`config.mk`:
```
export PLATFORM = sky130hd
export DESIGN_NAME = alu_arbiter
export DESIGN_NICKNAME = d
export VERILOG_FILES = /design/src/rtl/alu_arbiter.sv
export SDC_FILE = /design/constraint.sdc
export NUM_CORES = 1
export LEC_CHECK = 0
export ABC_AREA = 1
export BUFFER_PORTS_ARGS = -buffer_cell sky130_fd_sc_hd__buf_2
export CORE_AREA = 2 2 120 122
export DETAILED_ROUTE_END_ITERATION = 8
export DIE_AREA = 0 0 122 124
export PLACE_DENSITY = 0.77
export SYNTH_ARGS = -nofsm -noshare
export SYNTH_HDL_FRONTEND = slang
export SYNTH_SLANG_ARGS = --single-unit
```
`constraint.sdc`:
```
create_clock -name clk -period 7.17 [get_ports clk]
set_input_delay 0.717 -clock clk [delete_from_list [all_inputs] [get_ports clk]]
set_output_delay 0.717 -clock clk [all_outputs]
set_load 0.01 [all_outputs]
```
`src/rtl/alu_arbiter.sv`:
```
// alu_arbiter: round-robin sharing of one combinational ALU between two
// requesters. The granted operands/opcode are latched and drive the ALU from
// registers. After ALU_LAT cycles the result and zero flag are captured and
// returned to the owning requester over its response channel.
module alu_arbiter #(
  parameter int WIDTH   = 32,
  parameter int OPW     = 4,
  parameter int ALU_LAT = 1
) (
  input  logic             clk,
  input  logic             rst,
  // requester 0 request channel
  input  logic             req0_valid,
  output logic             req0_ready,
  input  logic [WIDTH-1:0] req0_A,
  input  logic [WIDTH-1:0] req0_B,
  input  logic [OPW-1:0]   req0_op,
  // requester 1 request channel
  input  logic             req1_valid,
  output logic             req1_ready,
  input  logic [WIDTH-1:0] req1_A,
  input  logic [WIDTH-1:0] req1_B,
  input  logic [OPW-1:0]   req1_op,
  // requester 0 response channel
  output logic             rsp0_valid,
  input  logic             rsp0_ready,
  output logic [WIDTH-1:0] rsp0_res,
  output logic             rsp0_zero,
  // requester 1 response channel
  output logic             rsp1_valid,
  input  logic             rsp1_ready,
  output logic [WIDTH-1:0] rsp1_res,
  output logic             rsp1_zero,
  // shared ALU
  output logic [WIDTH-1:0] alu_A,
  output logic [WIDTH-1:0] alu_B,
  output logic [OPW-1:0]   alu_op,
  input  logic [WIDTH-1:0] alu_res,
  input  logic             alu_zero
);

  // Latency counter only needs to reach ALU_LAT-1.
  localparam int CW = (ALU_LAT > 1) ? $clog2(ALU_LAT) : 1;
  localparam logic [CW-1:0] LAT_LAST = CW'(ALU_LAT - 1);

  typedef enum logic [1:0] {
    IDLE = 2'd0,
    EXEC = 2'd1,
    RESP = 2'd2
  } state_t;

  state_t           r_state;
  logic             r_last_grant;
  logic             r_owner;
  logic [WIDTH-1:0] r_A;
  logic [WIDTH-1:0] r_B;
  logic [OPW-1:0]   r_op;
  logic [WIDTH-1:0] r_res;
  logic             r_zero;
  logic [CW-1:0]    r_lat_cnt;

  logic             w_grant_valid;
  logic             w_grant;
  logic             w_rsp_ready;

  // Round-robin arbitration while IDLE; on a tie the requester that was not
  // served last wins. Gated by rst so no grant leaks out during reset.
  always_comb begin
    // NOTE: every output of a combinational block gets a default first, so no path leaves it unassigned and no latch is inferred.
    w_grant_valid = 1'b0;
    w_grant       = 1'b0;
    if (r_state == IDLE && !rst) begin
      if (req0_valid && req1_valid) begin
        w_grant_valid = 1'b1;
        w_grant       = ~r_last_grant;
      end else if (req0_valid) begin
        w_grant_valid = 1'b1;
        w_grant       = 1'b0;
      end else if (req1_valid) begin
        w_grant_valid = 1'b1;
        w_grant       = 1'b1;
      end
    end
  end

  // A ready is only ever raised for the single granted requester.
  assign req0_ready = w_grant_valid & ~w_grant;
  assign req1_ready = w_grant_valid &  w_grant;

  // Only the owner's rsp_ready can complete the response.
  assign w_rsp_ready = r_owner ? rsp1_ready : rsp0_ready;

  // Response channels: data on both, qualified only by the owner's valid.
  assign rsp0_valid = (r_state == RESP) & ~r_owner;
  assign rsp1_valid = (r_state == RESP) &  r_owner;
  assign rsp0_res   = r_res;
  assign rsp1_res   = r_res;
  assign rsp0_zero  = r_zero;
  assign rsp1_zero  = r_zero;

  // ALU is driven from the latched registers; they hold outside EXEC too.
  assign alu_A  = r_A;
  assign alu_B  = r_B;
  assign alu_op = r_op;

  // Control FSM plus operand/result capture.
  always_ff @(posedge clk or posedge rst) begin
    // NOTE: sequential state uses non-blocking assignments so every register samples pre-edge values.
    if (rst) begin
      r_state      <= IDLE;
      r_last_grant <= 1'b1;  // requester 0 wins the first tie
      r_owner      <= 1'b0;
      r_A          <= '0;
      r_B          <= '0;
      r_op         <= '0;
      r_res        <= '0;
      r_zero       <= 1'b0;
      r_lat_cnt    <= '0;
    end else begin
      unique case (r_state)
        IDLE: begin
          if (w_grant_valid) begin
            r_A          <= w_grant ? req1_A  : req0_A;
            r_B          <= w_grant ? req1_B  : req0_B;
            r_op         <= w_grant ? req1_op : req0_op;
            r_owner      <= w_grant;
            r_last_grant <= w_grant;
            r_lat_cnt    <= '0;
            r_state      <= EXEC;
          end
        end
        EXEC: begin
          r_lat_cnt <= r_lat_cnt + 1'b1;
          if (r_lat_cnt == LAT_LAST) begin
            r_res   <= alu_res;
            r_zero  <= alu_zero;
            r_state <= RESP;
          end
        end
        RESP: begin
          if (w_rsp_ready) begin
            r_state <= IDLE;
          end
        end
        default: r_state <= IDLE;
      endcase
    end
  end

endmodule

```
### Yosys cells after proc, flatten, opt, wreduce, memory -nomap -nowiden

Cells that the tools add are included.

* bitwise gates (word level): 8
* muxes and demuxes: 17
* equality and inequality tests: 5
* add/sub/neg operators: 1
* reduce and logical (&&, ||, !) cells: 9

Operators by type and width (count)
* $mux 32: 2
* $mux 1: 9
* $mux 2: 3
* $ne 2x2->1 const B: 3
* $pmux 2 s3: 1
* $reduce_and 2->1: 3
* $and 1x1->1: 4
* $mux 4: 1
* $not 1->1: 4
* $reduce_and 3->1: 1
* $eq 2x1->1 const B: 1
* $eq 2x2->1 const B: 1
* $logic_and 1x1->1: 2
* $logic_not 2->1: 1
* $pmux 1 s2: 1
* $reduce_bool 2->1: 1
* $add 1x1->1 const B: 1
* $logic_not 1->1: 1

* input port bits: 175
* register bits after elaboration: 106
* logic and storage cells: 49

### Depth between registers and ports, before layout

* depth in word-level cells: 6
* depth in mapped cells: 7
* gate-level depth less buffers: 6

### Least setup slack after synthesis

No wires, ideal clock.

* kind: input-to-output
* start point: input port rst
* end point: output port req0_ready
* stages on the path: 5
* arrival time: 2.704 ns
* setup slack: 3.749 ns
* data required time: 6.453 ns
* buffers on the path: 1
* cell sequence: inv_2 nand3_1 nor2_4 buf_4 nor2_1

* word-level cells in the longest chain between the ends: 5
* elaborated cells between the ends (all ways): 6
* classes of those cells: 2 x mux; 2 x bitwise; 2 x reduce/logical

Ends and longest elaborated chain
* start, declared: line 11 `input logic rst,`
* $logic_not 1->1 (no source line) *
* $logic_and 1x1->1 *: line 72 `if (r_state == IDLE && !rst) begin`
* $mux 1: line 72
* $not 1->1: line 87 `assign req0_ready = w_grant_valid & ~w_grant;`
* $and 1x1->1 *: line 87
* end, declared: line 14 `output logic req0_ready,`

Every way passes the cells marked *; elsewhere a longest branch is shown, timed or not.

### Worst setup path after layout

* start point: register r_state[0]
* end point: output port req0_ready

* word-level cells in the longest chain between the ends: 5
* elaborated cells between the ends (all ways): 6
* classes of those cells: 2 x mux; 2 x bitwise; 2 x reduce/logical

Ends and longest elaborated chain
* start, declared: line 52 `state_t r_state;`
* start signal, assigned: line 110 `r_state <= IDLE;`
* start signal, assigned: line 129 `r_state <= EXEC;`
* start signal, assigned: line 137 `r_state <= RESP;`
* $logic_not 2->1 *: line 72
* $logic_and 1x1->1 *: line 72
* $mux 1: line 72
* $not 1->1: line 87
* $and 1x1->1 *: line 87

Marked as above.

==> impl_metrics.toml <==
[clocking]
cts_tree = "built"
cts_setup_buffers = 0
hold_buffers = 0
clkTransAtPathRegs_ns = 0.07
cts_buffers = 9
ctsHtreeMaxLevel = 3
insertion_delay_ns = 0.34
root_buffer = "clkbuf_16"
cts.path.max_buffers = 2
cts_num_sinks = 106
post_cts_resized = 0

[detailed_routing]
ant_nets = 0
via_count = 4896
totalWireLength_um = 15000
drt-pass1-iter-count = 4
drt-initial-drc-count = 196
vias_per_cell = 4.78
drc = 0
wire_per_inst_um = 14.7

[placement]
gp_congestion = 0.792
dp_hpwl_um = 10900
place_ws_ns = 3.91
numPortBuffers = 312

[hold_path]
hold_class = "input pin to asynchronous set/reset pin"

[yosys]
synth_cell_types = 18
ys_top_cells_by_area = "dfrtp_1 (52%), nand2_1 (13%), nand4_1 (8.4%), nand3_1 (7.0%), buf_4 (6.3%)"
synth_area_leader_cell = "dfrtp_1"
synth_flop_cell = "dfrtp_1"
synth_seq_cells = 106
yosys-top-cells-count = "nand2_1 (179), dfrtp_1 (105), nand3_1 (71), nand4_1 (68), buf_4 (42)"
yosysSeqAreaShare_pct = 52.6
ys_warn_count = 0
synth_most_common_cell = "nand2_1"
synth_nets = 761
synth_top_cell_area_share_pct = 52.1
synth-edff-count = 0
async_reset_ff_share_pct = 100
syn-cell-area_um2 = 5040
syn_area_per_cell_um2 = 8.60
netlist_instances = 586

[critical_path]
path_cells = "inv_2 -> nand2_2 -> nor2_4 -> buf_4 -> nand2_4 -> nor2_1 -> buf_2"
rrSetupSlack_ns = 4.81
crit_path_max_fanout = 73
crit_required_ns = 6.45
arrival_ns = 2.62
reg2reg_depth = 7
cp-start-kind = "flip-flop"
crit_type = "flip-flop to output pin"
critPathMaxStageDelay_ns = 0.63
end_kind = "output pin"
crit_buf_inv = 3
rr_startpoint = "r_state[0]"
cp_top_family = "simple AND/OR/NAND/NOR gates"
r2r-end = "r_lat_cnt"
cp_slowest_cell = "nand2_4"

[pwr]
pwr-share-comb_pct = 42.6
switchingPower_w = 0.00110
internal_power_w = 0.00163
seqPwrFrac_pct = 39.6
swShare_pct = 40.3
clockPowerShare_pct = 17.8
power_density_nw_per_um2 = 412
ir_worst_vdd_v = 0.000142
leakagePower_nw = 3.73

[timing]
fin_tns_setup_ns = 0
rsz0062_at_grt = "no"
setup_viol = 0
setup_ws_ns = 3.83
fin_crit_sh_pct = 46.6
hold_viol = 0
drv_slew = 0
worst_slew_pin_slew_ns = 1.06
fin_skew_ns = 0.00760
slew_headroom_pct = 29.3
fmax_mhz = 300
min_period_ns = 3.34

[floorplan]
row_count = 43
num_io_pins = 313
die-area_um2 = 15100
core_um2 = 13700
die_y_um = 124
initial_core_util_pct = 36.8
die_x_um = 122

[flow_run]
cap_violations = 0

[global_route]
grt_pass1_wl_um = 22600
grt_max_degree = 74
grt_usage_pct = 19.3
antenna_found_initial = 1
grt_pass1_vias = 4668
grt-ovfl-total = 0

[layout]
final_core_utilization_pct = 48.4
fillCellCount = 1354
drive_gt1_share_pct = 40.6
fin_nets = 1014
area_delta_synth_final_pct = 31.6

[status]
status = "complete, no violations"
==> area by class of cell <==
class,count,area (µm²),share of cell area (%)
clock buffers,10,239,3.60
flip-flops and latches,106,2650,40.0
inverters,42,160,2.41
diodes,2,5.00,0.0754
clock inverters,4,53.8,0.811
multi-input cells,363,1700,25.6
well taps,180,225,3.39
repair buffers,317,1600,24.1
==> logic make-up after synthesis <==
family                 after synthesis  synth area share, %
AOI/OAI and AO/OA                   34                 3.37
buffers and inverters              117                 13.6
DFF                                106                 52.6
and+or+nand+nor                    329                 30.3
==> power by group through the flow <==
| stage | Clock, W | Combinational, W | Sequential [W] |
|---|---|---|---|
| final | 0.000487 | 0.00116 | 0.00108 |
| after global routing | 0.000531 | 0.00131 | 0.00112 |
| after CTS | 0.000504 | 0.00118 | 0.00108 |
| after detailed placement | 0 | 0.00119 | 0.00108 |
| after global placement | 0 | 0.00116 | 0.00109 |
| after floorplan | 0 | 0.000666 | 0.00120 |
==> flip-flops by register name (all words and copies together) (netlist names) <==
register	cells
rsp0_res	32
r_owner	1
r_state	2
alu_B	32
r_last_grant	1
alu_A	32
alu_op	4
rsp0_zero	1
r_lat_cnt	1
==> layout by cell type, fill, tap and decap left out, drive strengths merged <==
cell / count
buf: 317
bufinv: 1
clkbuf: 10
clkinv: 1
clkinvlp: 2
dfrtp: 105
dfstp: 1
diode: 2
inv: 42
nand2: 183
nand3: 72
nand4: 68
nor2: 6
o21ai: 34
==> stage by stage <==
stage,cells,cell area [µm²],hold slack (ns),power (W)
global placement,1008,6340,0.468,0.00224
CTS,1022,6630,0.412,0.00277
global route,1023,6630,0.436,0.00295
finish,1024,6640,0.405,0.00273
floorplan,586,5040,0.442,0.00186
detailed placement,1008,6340,0.471,0.00227
==> how the worst max path moves through the flow <==
| stage | start | endpoint | slack (ns) | depth (start not counted) |
|---|---|---|---|---|
| global route | r_state[0] | req0_ready | 3.64 | 7 |
| detailed placement | rst | req0_ready | 3.91 | 6 |
| floorplan | rst | req0_ready | 3.75 | 5 |
| global placement | rst | req0_ready | 3.91 | 6 |
| CTS | r_state[0] | req0_ready | 3.84 | 7 |
| finish | r_state[0] | req0_ready | 3.83 | 7 |
==> layer usage <==
metal / wire length (µm) / up-vias / global-route usage (%)
met5: 0 / - / 0
met4: 410 / 0 / 9.55
met3: 1050 / 27 / 4.12
met2: 7430 / 209 / 33.6
met1: 6120 / 2246 / 22.7
li1: - / 2414 / -
Power figures use the tool's default switching activity.
